### src/rtl/eq_pkg.sv
// Shared types and sizing helpers for the band mixer and its output stage.
package eq_pkg;

  typedef enum logic [1:0] {
    IDLE = 2'd0,
    MAC  = 2'd1,
    OUT  = 2'd2
  } state_t;

  // Ceiling log2. Callers pass values >= 2, so the result is at least 1.
  function automatic int clog2(input int value);
    int r;
    r = 0;
    while ((1 << r) < value) r++;
    return r;
  endfunction

  // Wide enough that summing every band at full scale cannot wrap.
  function automatic int acc_width(input int audio_width, input int gain_width,
                                   input int num_bands);
    return audio_width + gain_width + 1 + clog2(num_bands);
  endfunction

  function automatic int unity_gain(input int gain_frac);
    return 1 << gain_frac;
  endfunction

endpackage

### src/rtl/eq_round_sat.sv
// Combinational round-half-up, arithmetic shift and saturation, with a clip flag.
module eq_round_sat #(
  parameter int IN_W  = 37,
  parameter int OUT_W = 24,
  parameter int SHIFT = 6
) (
  input  logic [IN_W-1:0]  din,
  output logic [OUT_W-1:0] dout,
  output logic             clip
);

  // Half an output LSB; evaluates to zero when SHIFT is 0.
  localparam logic [IN_W:0] RND = ({{IN_W{1'b0}}, 1'b1} << SHIFT) >> 1;
  localparam logic signed [IN_W:0] MAX_V =
    $signed({{(IN_W - OUT_W + 2){1'b0}}, {(OUT_W - 1){1'b1}}});
  localparam logic signed [IN_W:0] MIN_V =
    $signed({{(IN_W - OUT_W + 2){1'b1}}, {(OUT_W - 1){1'b0}}});

  logic signed [IN_W:0] rounded;
  logic signed [IN_W:0] shifted;

  // One guard bit so the rounding add cannot overflow.
  assign rounded = $signed({din[IN_W-1], din}) + $signed(RND);
  assign shifted = rounded >>> SHIFT;

  always_comb begin
    clip = 1'b0;
    dout = shifted[OUT_W-1:0];
    if (shifted > MAX_V) begin
      clip = 1'b1;
      dout = MAX_V[OUT_W-1:0];
    end else if (shifted < MIN_V) begin
      clip = 1'b1;
      dout = MIN_V[OUT_W-1:0];
    end
  end

endmodule

### src/rtl/eq_band_mixer.sv
// Time-multiplexed gain/sum mixer: one band per cycle through a shared multiplier.
module eq_band_mixer
  import eq_pkg::*;
#(
  parameter int NUM_BANDS   = 10,
  parameter int AUDIO_WIDTH = 24,
  parameter int GAIN_WIDTH  = 8,
  parameter int GAIN_FRAC   = 6,
  parameter int OUT_SHIFT   = 6
) (
  input  logic                             clk,
  input  logic                             rst,
  input  logic [NUM_BANDS*AUDIO_WIDTH-1:0] bands_in,
  input  logic                             in_valid,
  output logic                             in_ready,
  input  logic                             gain_we,
  input  logic [clog2(NUM_BANDS)-1:0]      gain_addr,
  input  logic [GAIN_WIDTH-1:0]            gain_wdata,
  input  logic                             gain_commit,
  output logic [AUDIO_WIDTH-1:0]           audio_out,
  output logic                             out_valid,
  output logic                             clip
);

  localparam int ADDR_W = clog2(NUM_BANDS);
  localparam int PROD_W = AUDIO_WIDTH + GAIN_WIDTH + 1;
  localparam int ACC_W  = acc_width(AUDIO_WIDTH, GAIN_WIDTH, NUM_BANDS);
  localparam logic [GAIN_WIDTH-1:0] UNITY = GAIN_WIDTH'(unity_gain(GAIN_FRAC));

  state_t                         state;
  logic signed [AUDIO_WIDTH-1:0]  bands_q [NUM_BANDS];
  logic [GAIN_WIDTH-1:0]          shadow  [NUM_BANDS];
  logic [GAIN_WIDTH-1:0]          active  [NUM_BANDS];
  logic                           commit_pending;
  logic [ADDR_W-1:0]              idx;
  logic signed [ACC_W-1:0]        acc;
  logic signed [PROD_W-1:0]       prod;
  logic signed [ACC_W-1:0]        prod_ext;
  logic                           addr_ok;
  logic [AUDIO_WIDTH-1:0]         rs_out;
  logic                           rs_clip;

  // Handshake: a sample transfers on any edge where in_valid and in_ready are
  // both high; the source holds bands_in stable until then.
  assign in_ready = (state == IDLE);

  assign prod     = bands_q[idx] * $signed({1'b0, active[idx]});
  assign prod_ext = {{(ACC_W - PROD_W){prod[PROD_W-1]}}, prod};
  assign addr_ok  = ({1'b0, gain_addr} < (ADDR_W + 1)'(NUM_BANDS));

  eq_round_sat #(
    .IN_W  (ACC_W),
    .OUT_W (AUDIO_WIDTH),
    .SHIFT (OUT_SHIFT)
  ) u_round_sat (
    .din  (acc),
    .dout (rs_out),
    .clip (rs_clip)
  );

  always_ff @(posedge clk) begin
    if (rst) begin
      state          <= IDLE;
      acc            <= '0;
      idx            <= '0;
      audio_out      <= '0;
      out_valid      <= 1'b0;
      clip           <= 1'b0;
      commit_pending <= 1'b0;
      for (int k = 0; k < NUM_BANDS; k++) begin
        bands_q[k] <= '0;
        shadow[k]  <= UNITY;
        active[k]  <= UNITY;
      end
    end else begin
      out_valid <= 1'b0;
      if (gain_we && addr_ok) shadow[gain_addr] <= gain_wdata;
      if (gain_commit) commit_pending <= 1'b1;

      case (state)
        IDLE: begin
          if (in_valid) begin
            for (int k = 0; k < NUM_BANDS; k++)
              bands_q[k] <= $signed(bands_in[k*AUDIO_WIDTH +: AUDIO_WIDTH]);
            acc   <= '0;
            idx   <= '0;
            state <= MAC;
            // Commit lands here so active gains stay frozen for the whole sample;
            // a same-edge shadow write is forwarded into the copy.
            if (commit_pending || gain_commit) begin
              for (int k = 0; k < NUM_BANDS; k++)
                active[k] <= (gain_we && gain_addr == ADDR_W'(k)) ? gain_wdata : shadow[k];
              commit_pending <= 1'b0;
            end
          end
        end
        MAC: begin
          acc <= acc + prod_ext;
          idx <= idx + 1'b1;
          if (idx == ADDR_W'(NUM_BANDS - 1)) state <= OUT;
        end
        OUT: begin
          audio_out <= rs_out;
          clip      <= rs_clip;
          out_valid <= 1'b1;
          state     <= IDLE;
        end
        default: state <= IDLE;
      endcase
    end
  end

endmodule

### config.mk
export PLATFORM = sky130hd
export DESIGN_NAME = eq_band_mixer
export DESIGN_NICKNAME = d
export VERILOG_FILES = /design/src/rtl/eq_pkg.sv /design/src/rtl/eq_round_sat.sv /design/src/rtl/eq_band_mixer.sv
export SDC_FILE = /design/constraint.sdc
export NUM_CORES = 1
export LEC_CHECK = 0
export BUFFER_PORTS_ARGS = -buffer_cell sky130_fd_sc_hd__buf_2
export CELL_PAD_IN_SITES_DETAIL_PLACEMENT = 1
export CELL_PAD_IN_SITES_GLOBAL_PLACEMENT = 2
export CORE_MARGIN = 2
export CORE_UTILIZATION = 44
export CTS_CLUSTER_SIZE = 25
export DETAILED_ROUTE_END_ITERATION = 16
export GPL_ROUTABILITY_DRIVEN = 1
export GPL_TIMING_DRIVEN = 0
export PLACE_DENSITY = 0.95
export SYNTH_ARGS = -nofsm -noshare
export SYNTH_HDL_FRONTEND = slang
export SYNTH_SLANG_ARGS = --single-unit
### constraint.sdc
create_clock -name clk -period 12.95 [get_ports clk]
set_clock_uncertainty 0.2 [all_clocks]
set_input_delay 2.59 -clock clk [delete_from_list [all_inputs] [get_ports clk]]
set_output_delay 2.59 -clock clk [all_outputs]
set_load 0.01 [all_outputs]
### After elaboration in Yosys (flattened, before gate mapping)

Memories as Yosys holds them, arrays and structs flattened. A register that Yosys moved wholly into a read port is not among the register bits.
Cells that the tools add are included.

* register bits after elaboration: 70
* memory bits (writable): 400
* bits of input ports: 257
* output and inout port bits: 27
* word-level logic and storage cells: 136
* memories kept: 3

Memories
* bands_q: words 10, bits a word 24, rd ports 1, clocked after Yosys merged registers in 1, write ports 10, line eq_band_mixer.sv:31 `logic signed [AUDIO_WIDTH-1:0] bands_q [NUM_BANDS];`
* active: words 10, bits a word 8, rd ports 1, clocked after Yosys merged registers in 1, write ports 10, line eq_band_mixer.sv:33 `logic [GAIN_WIDTH-1:0] active [NUM_BANDS];`
* shadow: words 10, bits a word 8, rd ports 10, clocked after Yosys merged registers in 0, write ports 10, line eq_band_mixer.sv:32 `logic [GAIN_WIDTH-1:0] shadow [NUM_BANDS];`

* add/subtract/negate cells: 3
* $mul: 1
* order comparisons: 3
* eq/ne operators: 14
* muxes and demuxes: 67
* bitwise operators: 20
* reductions and logical operators: 18

Operators by type and width (count)
* $mux 24: 12
* $mux 8: 21
* $pmux 37 s2: 1
* $add 37x7->38 const B: 1
* $add 37x33->37: 1
* $mux 37: 1
* $mul 24x9->33: 1
* $gt 32x24->1 const B: 1
* $lt 32x24->1 const B: 1
* $mux 4: 6
* $mux 1: 22
* $or 1x1->1: 20
* $eq 4x3->1 const B: 4
* $eq 4x4->1 const B: 3
* $logic_and 1x1->1: 11
* $eq 4x2->1 const B: 2
* $pmux 4 s2: 1
* $reduce_or 8->1: 1
* $add 4x1->4 const B: 1
* $eq 4x1->1 const B: 1
* $logic_not 4->1: 1
* $lt 4x4->1 const B: 1
* $mux 2: 2
* $ne 2x2->1 const B: 2
* 7 further kinds: 8

### Depth between registers and ports, before layout

* depth after elaboration: 7
* mapped depth: 31
* gate-level depth less buffers: 26

### By module

From an unflattened synthesis, not the netlist that was laid out.

* cell total of the unflattened synthesis: 2629
* area, all modules: 29807.3 um^2

Modules (own cells, without submodules)
* eq_band_mixer: times used 1, cells an instance 2483, area each 28811.4 um^2, seq. area each 13492.9 um^2
* eq_round_sat: times used 1, cells an instance 146, area each 996.0 um^2, seq. area each 0.0 um^2

### Worst setup path after synthesis

OpenSTA, ideal clock, no wires.

* path kind: input-to-reg
* start point: input port rst
* end point: memory bands_q[0][0], enable pin
* setup time: 0.646 ns
* data arrival time: 8.884 ns
* data required time: 12.104 ns
* slack: 3.220 ns
* cell stages on the path: 3
* path buffers: 2
* path through: clkbuf_1 -> clkbuf_1 -> nand2b_1

RTL lines
* from (decl): line eq_band_mixer.sv:12 `input logic rst,`
* to (decl): line eq_band_mixer.sv:31

==> flow_summary_export.csv <==
group,metric,value,unit
power_and_ir_drop,power,0.00578,W
sta,finalSetupTns,0,ns
finish,drive_gt1_frac,0.168,
logic_synthesis,ys_seq_elements,474,
critical_path,critical_path_class,"reg2reg",
critical_path,endpoint_kind,"register",
clock_tree,numCtsBuffers,50,
logic_synthesis,synth_area_leaders,"edfxtp_1 41%, fa_1 13%, and2_1 6.6%",
finish,finalNetCount,3439,
drt,vias,21700,
sta,setup_viol,0,
global_route,grt_pass1_wl,145000,um
floorplan,ios,284,
global_route,gr-total-overflow,0,
logic_synthesis,synth_common_cells,"400 x edfxtp_1, 311 x and2_1, 283 x inv_1, 223 x nor2_1, 200 x nand2_1",
sta,max_slew_margin,0.0816,
logic_synthesis,async_reset_ff_frac,0,
clock_tree,clk_pin_slew_worst_paths,0.06,ns
clock_tree,cts_tree,"built",
clock_tree,clockRootBuffer,"clkbuf_16",
placement,place_congestion,0.908,
critical_path,critPathRequiredTime,13.25,ns
critical_path,crit_path_start_kind,"register",
logic_synthesis,synth_nets,3107,
floorplan,core_area,66000,um2
floorplan,dieWidth,263,um
drt,dr.pass1.iters,5,
drt,routedWlPerCell,25.5,um
global_route,met1_usage,0.331,
logic_synthesis,netlist_instances,2584,
floorplan,row_count,94,
global_route,antenna_found_initial,30,
clock_tree,clk_latency,0.67,ns
logic_synthesis,synth_ff_type,"edfxtp_1",
min_path,hold_class,"reg2reg",
critical_path,cp.arrival,10.45,ns
sta,rsz0062_at_grt,"false",
floorplan,die_height,263,um
logic_synthesis,syn_area,29400,um2
power_and_ir_drop,peakVddDrop,0.000130,V
outcome,outcome,"finished clean",
sta,layout_min_cycle_time,10.15,ns
logic_synthesis,syn_area_per_cell,11.4,um2
logic_synthesis,synth_edf_count,400,
placement,hpwlAfterDp,72000,um
drt,drtIter0Drc,1742,
finish,syn_to_final_growth,14.5,%
clock_tree,cts_max_path_buffers,3,
sta,drv_slew,0,
clock_tree,ctsHoldBuffers,0,
drt,viasPerCell,5.63,
logic_synthesis,synth_most_common_cell,"edfxtp_1",
global_route,busiest_layer,"met2",
drt,wirelength,97900,um
logic_synthesis,synth_warnings,0,
sta,post-route-period-util,0.784,
clock_tree,post_cts_buffers,0,
power_and_ir_drop,p_leak,14.2,nW
clock_tree,cts-htree-levels,2,
clock_tree,cts.repair.resized,0,
global_route,grt_start_max_net_pins,77,
sta,max_freq,0.0985,GHz
sta,tightest_slew,1.37,ns
power_and_ir_drop,p_per_area,171,nW/um2
placement,port_buffers,275,
sta,hold_viol,0,
logic_synthesis,synth_cell_types,72,
floorplan,dieArea,69000,um2
clock_tree,clock_sinks,474,
global_route,gr-usage-met2,0.493,
logic_synthesis,ys_seq_area_frac,0.458,
global_route,met3_usage,0.0425,
global_route,grt_usage,0.277,
floorplan,start_util,0.446,
global_route,grt_pass1_vias,23800,
flow_run,maxCapViolCount,0,
critical_path,crit_path_max_fanout,10,
drt,ant_nets,0,
logic_synthesis,synth_top_area_frac,0.408,
logic_synthesis,synth_top_area_cell,"edfxtp_1",
drt,drc,0,
final cells by class:
cell class	instances	area (um2)
antenna	30	75.1
buffer	135	556
clock buffer	59	1330
clock inverter	31	258
fill	7128	32300
inverter	284	1070
multi-input combinational	1691	14400
sequential	474	13500
tap	864	1080
timing repair buffer	280	1510
registers in the layout, summed over array words and instances, names as in the netlist, named ones only:
register / flops
idx: 4
shadow: 80
acc: 37
audio_out: 24
clip: 1
commit_pending: 1
state: 2
out_valid: 1
active: 80
bands_q: 240
cells by family (layout without fill, tap and decap cells):
kind of cell             Yosys count  after routing  synth area share
adder cells (fa/ha/maj)          266            266             0.160
multiplexers                     178            178            0.0887
AO/OA/AOI/OAI                    258            258            0.0594
flip-flops                       474            474             0.458
buffers and inverters            419            789            0.0551
AND/OR/NAND/NOR                  937            937             0.163
other                              0             30                 0
XOR/XNOR                          52             52            0.0155
per-layer routing:
layer	part of all wire	routed length [um]
met1	0.38	37400
met2	0.51	50000
met3	0.063	6210
met4	0.043	4250
met5	0.00029	28
power breakdown:
part           switching (W)  internal [W]
Clock               0.000671      0.000776
Sequential         0.0000778       0.00180
Combinational        0.00152      0.000938
worst paths after layout:
path / endpoint / start / slack, ns / cells after the start
worst max-delay path: acc[33] / register / 2.80 / 26
worst min-delay path: acc[32] / acc[32] / 0.30 / 2
worst max register to register: acc[33] / register / 2.80 / 26
worst min register to register: acc[32] / acc[32] / 0.30 / 2
layout by cell type (no fill, tap or decap), types with 64 or more instances in the layout:
master    instances
a21oi_1          72
ha_1             81
nand2_1         200
mux2i_1          90
dfxtp_1          74
edfxtp_1        400
inv_1           283
clkbuf_1        118
fa_1            185
and2_1          311
mux4_2           64
buf_2           284
nor2_1          223
worst max-delay path, cell delays in order, from the launching register on:
cell and delay, ns:
dfxtp_1 0.32, clkbuf_1 0.59, clkbuf_1 0.73, clkbuf_1 0.64, mux4_2 0.46, mux2_2 0.35, o21ai_0 0.80, inv_1 0.23
nand2_1 0.16, fa_1 0.44, inv_1 0.11, fa_1 0.43, fa_1 0.48, fa_1 0.55, inv_1 0.08, fa_1 0.51
inv_1 0.05, ha_1 0.36, o21ai_0 0.13, nand2b_1 0.14, and3_1 0.24, a211oi_1 0.42, nor2_1 0.20, a311o_1 0.47
a311o_1 0.45, nand3_1 0.11, or3b_1 0.35
metrics by stage:
step / setup WS (ns) / instance area, um2 / cells / utilization / hold WS [ns]
finish: 2.80 / 33700 / 3848 / 0.511 / 0.299
global route: 2.44 / 33700 / 3847 / 0.511 / 0.335
CTS: 2.93 / 33600 / 3818 / 0.510 / 0.305
detailed placement: 3.03 / 32100 / 3728 / 0.486 / 0.295
global placement: -0.124 / 31900 / 3723 / 0.484 / 0.272
floorplan: 3.22 / 29400 / 2584 / - / 0.249
Note: power is estimated with default switching activity, not from simulation.
